==> src/rtl/pbus_pkg.sv <==
// Shared PBus definitions: request/byte-enable bit positions and the
// target handshake state encoding.
package pbus_pkg;

   localparam int REQ_VALID = 0;
   localparam int REQ_READ  = 1;

   localparam int BE_LO = 0;
   localparam int BE_HI = 1;

   localparam int WCNT_W = 4;

   typedef enum logic [2:0] {
      IDLE    = 3'd0,
      GRANT   = 3'd1,
      WAIT    = 3'd2,
      READY   = 3'd3,
      RELEASE = 3'd4
   } state_t;

endpackage

==> src/rtl/pbus_target_ram.sv <==
// Word-organised 16-bit RAM with per-byte write enables and a registered read port.
// Each byte lane is its own array so block RAM byte-write inference stays simple.
module pbus_target_ram #(
   parameter int AW = 8
) (
   input  logic          clk,
   input  logic [AW-1:0] addr,
   input  logic [1:0]    we,
   input  logic [15:0]   wdata,
   input  logic          re,
   output logic [15:0]   rdata
);

   localparam int DEPTH = 2 ** AW;

   genvar gi;
   generate
      for (gi = 0; gi < 2; gi++) begin : g_lane
         logic [7:0] mem [DEPTH];
         logic [7:0] rd_q;

         always_ff @(posedge clk) begin
            if (we[gi]) begin
               mem[addr] <= wdata[8*gi +: 8];
            end
            if (re) begin
               rd_q <= mem[addr];
            end
         end

         assign rdata[8*gi +: 8] = rd_q;
      end
   endgenerate

endmodule

==> src/rtl/pbus_mem_target.sv <==
// PBus memory target: decodes one address-space window, runs the grant/wait/ready
// handshake and services byte-enabled writes and full-word reads of a local RAM.
module pbus_mem_target
   import pbus_pkg::*;
#(
   parameter logic        ASPACE      = 1'b0,
   parameter int          AW          = 8,
   parameter logic [15:1] BASE_WADDR  = 15'h0000,
   parameter int          WAIT_STATES = 1
) (
   input  logic        clk,
   input  logic        rst,
   input  logic [15:1] PBusAddr,
   input  logic [15:0] PBusDataIn,
   output logic [15:0] PBusDataOut,
   input  logic [1:0]  PBusReq,
   input  logic [1:0]  PBusBE,
   input  logic        PBusASpace,
   output logic        PBusGnt,
   output logic        PBusRdy,
   output logic        busy,
   output logic [15:0] access_cnt
);

   state_t              state_q, state_d;
   logic                gnt_q, gnt_d;
   logic                rdy_q, rdy_d;
   logic                busy_q, busy_d;
   logic [15:0]         cnt_q, cnt_d;
   logic [WCNT_W-1:0]   wcnt_q, wcnt_d;
   logic [AW-1:0]       idx_q, idx_d;
   logic [1:0]          be_q, be_d;
   logic                rw_q, rw_d;
   logic [15:0]         wdata_q, wdata_d;

   logic                hit;
   logic [1:0]          ram_we;
   logic                ram_re;
   logic [15:0]         ram_rdata;

   assign hit = PBusReq[REQ_VALID]
              && (PBusASpace == ASPACE)
              && (PBusAddr[15:AW+1] == BASE_WADDR[15:AW+1]);

   always_comb begin
      state_d = state_q;
      cnt_d   = cnt_q;
      wcnt_d  = wcnt_q;
      idx_d   = idx_q;
      be_d    = be_q;
      rw_d    = rw_q;
      wdata_d = wdata_q;
      ram_we  = 2'b00;
      ram_re  = 1'b0;

      case (state_q)
         IDLE: begin
            if (hit) begin
               idx_d   = PBusAddr[AW:1];
               be_d    = PBusBE;
               rw_d    = PBusReq[REQ_READ];
               wdata_d = PBusDataIn;
               state_d = GRANT;
            end
         end
         GRANT: begin
            wcnt_d  = WCNT_W'(WAIT_STATES);
            state_d = WAIT;
         end
         WAIT: begin
            // The memory access happens on the edge that leaves WAIT, so an
            // asynchronous reset before that edge cleanly drops the write.
            if (wcnt_q == '0) begin
               ram_we  = {be_q[BE_HI], be_q[BE_LO]} & {2{~rw_q}};
               ram_re  = rw_q;
               state_d = READY;
            end else begin
               wcnt_d = wcnt_q - WCNT_W'(1);
            end
         end
         READY: begin
            cnt_d   = cnt_q + 16'd1;
            state_d = RELEASE;
         end
         RELEASE: begin
            if (!PBusReq[REQ_VALID]) begin
               state_d = IDLE;
            end
         end
         default: begin
            state_d = IDLE;
         end
      endcase

      gnt_d  = (state_d == GRANT);
      rdy_d  = (state_d == READY);
      busy_d = (state_d != IDLE);
   end

   always_ff @(posedge clk or posedge rst) begin
      if (rst) begin
         state_q <= IDLE;
         gnt_q   <= 1'b0;
         rdy_q   <= 1'b0;
         busy_q  <= 1'b0;
         cnt_q   <= '0;
         wcnt_q  <= '0;
         idx_q   <= '0;
         be_q    <= '0;
         rw_q    <= 1'b0;
         wdata_q <= '0;
      end else begin
         state_q <= state_d;
         gnt_q   <= gnt_d;
         rdy_q   <= rdy_d;
         busy_q  <= busy_d;
         cnt_q   <= cnt_d;
         wcnt_q  <= wcnt_d;
         idx_q   <= idx_d;
         be_q    <= be_d;
         rw_q    <= rw_d;
         wdata_q <= wdata_d;
      end
   end

   pbus_target_ram #(
      .AW(AW)
   ) u_ram (
      .clk   (clk),
      .addr  (idx_q),
      .we    (ram_we),
      .wdata (wdata_q),
      .re    (ram_re),
      .rdata (ram_rdata)
   );

   // Gated to zero outside a read's ready cycle so several targets can be OR-combined.
   assign PBusDataOut = (rdy_q && rw_q) ? ram_rdata : 16'h0000;
   assign PBusGnt     = gnt_q;
   assign PBusRdy     = rdy_q;
   assign busy        = busy_q;
   assign access_cnt  = cnt_q;

endmodule

==> config.mk <==
export PLATFORM = sky130hd
export DESIGN_NAME = pbus_mem_target
export DESIGN_NICKNAME = d
export VERILOG_FILES = /design/src/rtl/pbus_pkg.sv /design/src/rtl/pbus_target_ram.sv /design/src/rtl/pbus_mem_target.sv
export SDC_FILE = /design/constraint.sdc
export NUM_CORES = 2
export LEC_CHECK = 0
export BUFFER_PORTS_ARGS = -buffer_cell sky130_fd_sc_hd__clkbuf_2
export CAP_MARGIN = 20
export CORE_ASPECT_RATIO = 0.75
export CORE_MARGIN = 5
export CORE_UTILIZATION = 60
export DETAILED_ROUTE_END_ITERATION = 7
export GPL_TIMING_DRIVEN = 1
export PLACE_DENSITY = 0.76
export SYNTH_ARGS = -nofsm -noshare
export SYNTH_HDL_FRONTEND = slang
export SYNTH_SLANG_ARGS = --single-unit
export TNS_END_PERCENT = 30
==> constraint.sdc <==
create_clock -name clk -period 5.3 [get_ports clk]
set_clock_uncertainty 0.05 [all_clocks]
set_input_delay 0.795 -clock clk [delete_from_list [all_inputs] [get_ports clk]]
set_output_delay 0.795 -clock clk [all_outputs]
set_load 0.05 [all_outputs]
==> impl_metrics.toml <==
[critical_path]
crit_family = "compound AO/OA/AOI/OAI gates"
worstPathRequired_ps = 5850
reg2reg_to = "u_ram.g_lane[0].rd_q[3]$_DFFE_PP_"
path_common_cell = "buf_4"
path_max_fanout = 48
cp-start-kind = "flip-flop"
path_buf_inv = 2
rr_worst_depth = 7
worstSetupStartpoint = "idx_q[1]$_DFFE_PP0P_"
worstSetupEndpointType = "flip-flop"
cp.arrival_ps = 5210
cpPeakStageDelay_ps = 1210
path_cells = "buf_4 -> buf_4 -> mux4_2 -> a22oi_1 -> a21oi_1 -> o41ai_2 -> nand4_1"
r2r_setup_slack_ps = 640
worst-setup-path-type = "reg -> reg"
worstReg2RegStart = "idx_q[1]$_DFFE_PP0P_"
cpMaxStageDelayCell = "dfrtp_4"

[die]
die-area_mm2 = 0.2753
die_h_um = 455.7
row_count = 163
ioPinCount = 73
dieWidth_um = 604.2
core_area_mm2 = 0.2633
start_util_pct = 60.35

[cells_and_area]
final_util_pct = 67.28
design_area_mm2 = 0.1771
nets = 7572
regArea_mm2 = 0.1249
multi_input_area_mm2 = 0.03234
drive_above_1_share_pct = 25.26
area_growth_pct = 11.49
nFillCells = 15510

[clocking]
cts-root-buf = "clkbuf_16"
clkTransAtPathRegs_ps = 70
cts_max_path_buffers = 4
worstSkewPairLatency_ps = 920
htree_levels = 5
clock_sinks = 4165
cts_tree = "yes"
cts_made_buffers = 380

[timing]
final.setup.worst_slack_ps = 639.7
worst_pin_slew_ps = 1202
report.final.slew_viol_count = 0
period_share_pct = 87.93
max_freq_mhz = 214.6
whs_ps = 59.28
hold_violations = 0
rsz0062_at_grt = "no"
final.setup.tns_ps = 0
min_period_ps = 4660
relSlewSlack_pct = 19.02
setup_violations = 0

[global_routing]
first_global_vias = 79330
grt_max_degree = 201
grt_pass1_wl_um = 569500
antenna_found_initial = 16
grtUsageTotal_pct = 28.48
grt-ovfl-total = 0

[place]
dpl_cell_area_mm2 = 0.1646
dp_hpwl_um = 221800
gp_congestion = 0.8600
portBuffers = 72
place_worst_setup_slack_ps = 790.2

[synthesis]
netlist_top_cells_area = "edfxtp_1 78%, mux4_2 15%, a22oi_1 2.4%"
synth_edf_count = 4112
post-synth-top-area-cell = "edfxtp_1"
ys_ff_latch = 4165
synthesis.nets = 7322
syn_inst = 7281
yosysSeqAreaShare_pct = 78.55
yosys_most_used_dff = "edfxtp_1"
synth.top_cells.by_count = "4112 x edfxtp_1, 1024 x mux4_2, 531 x nor2_1, 512 x a22oi_1, 309 x clkbuf_1"
synth_fa_ha_area_share_pct = 0.02362
synthXorXnorAreaFrac_pct = 0.09922
yosys_warnings = 0
yosysMostFrequentCell = "edfxtp_1"
synthArstFlopShare_pct = 1.273
synth-simple-area-share_pct = 1.954
muxShareOfSynthArea_pct = 14.52
synth_top_cell_area_share_pct = 77.71
synth_top_family_by_area = "multiplexers"
syn_avg_cell_area_um2 = 21.82
netlist_area_mm2 = 0.1589
ys_types = 34
synth-compound-area-share_pct = 3.599

[hold_path]
hold_end = "idx_q[7]$_DFFE_PP0P_"
min_delay_path_depth = 3
min-delay-start = "PBusAddr[8]"
hp-class = "in -> reg"

[detailed_routing]
wl_per_cell_um = 34.60
via_count = 80230
wl_um = 394700
first_iter_violations = 13000
drt-pass1-iter-count = 8
ant_nets = 0
route.detailed.drc = 0
viasPerCell = 7.032

[power]
pwr_density_cell_mw_per_mm2 = 376.8
p_leak_uw = 0.05686
irDropWorstVdd_mv = 0.3111

[status]
outcome = "finished clean"

[job]
cap_violations = 0
-- tightest hold or removal path: stages --
cell,delay (ps)
clkbuf_2,80
nand2_1,50
nand2_1,50
-- state kept, by name (all words and copies together) (netlist names), 2 cells and up --
register           count
u_ram.g_lane.mem    4096
access_cnt            16
u_ram.g_lane.rd_q     16
wdata_q               16
idx_q                  8
wcnt_q                 4
state_q                3
be_q                   2
-- final cells by class --
class                           instances  area share, %
Clock buffer                          459          5.665
Inverter                                8        0.01695
Sequential cell                      4165          70.49
Antenna cell                           19        0.02684
Multi-Input combinational cell       2641          18.26
Timing Repair Buffer                  335          1.759
Clock inverter                        235          1.281
Tap cell                             3547          2.505
-- where the power goes --
group,total (uW),switching (uW),internal (uW)
sequential,36400,196,36200
combinational,2940,1910,1030
clock,27400,12000,15400
-- per-layer routing --
metal / share of wire (%) / vias up / GRT usage [%]
li1: - / 31260 / -
met1: 37 / 42110 / 42.13
met2: 46 / 5999 / 41.33
met3: 14 / 848 / 8.733
met4: 3.7 / 16 / 9.615
met5: 0.026 / - / 0
-- worst max-delay path by stage --
stage | end | slack, ps | depth (start not counted)
global placement | u_ram.g_lane[0].rd_q[6]$_DFFE_PP_ | 250 | 7
global route | u_ram.g_lane[0].rd_q[3]$_DFFE_PP_ | 600 | 6
CTS | u_ram.g_lane[1].rd_q[7]$_DFFE_PP_ | 760 | 6
floorplan | u_ram.g_lane[0].mem[0][0]$_DFFE_PP_ | 1260 | 0
detailed placement | u_ram.g_lane[1].rd_q[7]$_DFFE_PP_ | 790 | 6
finish | u_ram.g_lane[0].rd_q[3]$_DFFE_PP_ | 640 | 7
-- placed cells by master (no fill, tap or decap), types with 3 or more instances in the layout --
| master | n |
|---|---|
| edfxtp_1 | 4112 |
| mux4_2 | 1024 |
| nor2_1 | 528 |
| a22oi_1 | 512 |
| clkbuf_16 | 387 |
| a21oi_1 | 257 |
| buf_4 | 195 |
| nand2_1 | 111 |
| clkinv_2 | 88 |
| clkbuf_2 | 72 |
| clkinv_1 | 68 |
| clkbuf_1 | 64 |
| buf_12 | 55 |
| o41ai_1 | 53 |
| bufinv_16 | 39 |
| dfrtp_1 | 35 |
| nand4_1 | 31 |
| clkinvlp_4 | 21 |
| and3_1 | 20 |
| diode_2 | 19 |
| nand3_1 | 18 |
| dfrtp_4 | 18 |
| nand3_2 | 15 |
| xnor2_1 | 12 |
| o41ai_2 | 12 |
| clkinv_8 | 9 |
| clkbuf_8 | 8 |
| nor2b_1 | 7 |
| dlygate4sd3_1 | 7 |
| inv_1 | 6 |
| xor2_1 | 6 |
| inv_6 | 6 |
| nand2_2 | 4 |
| nor4_1 | 3 |
| nor2b_4 | 3 |
| ha_1 | 3 |
| clkinv_4 | 3 |
| buf_16 | 3 |
-- kinds of logic after synthesis --
group / after synthesis
multiplexers: 1025
buffers and inverters: 475
flip-flops: 4165
AND/OR/NAND/NOR: 759
adder cells (fa/ha/maj): 3
XOR/XNOR: 18
AO/OA/AOI/OAI: 836
-- metrics by stage --
step	instances	power (uW)
after floorplan	7281	38900
after global placement	10680	39910
final	11410	66760
after global routing	11400	68520
after CTS	11380	66860
after detailed placement	10680	40000
-- timing repair --
item                                   CTS  global route
hold buffers                             7             0
resized for setup                        0             0
endpoints found under the hold margin    7             0
buffers inserted                         0             0
(Power assumes the default switching activity.)
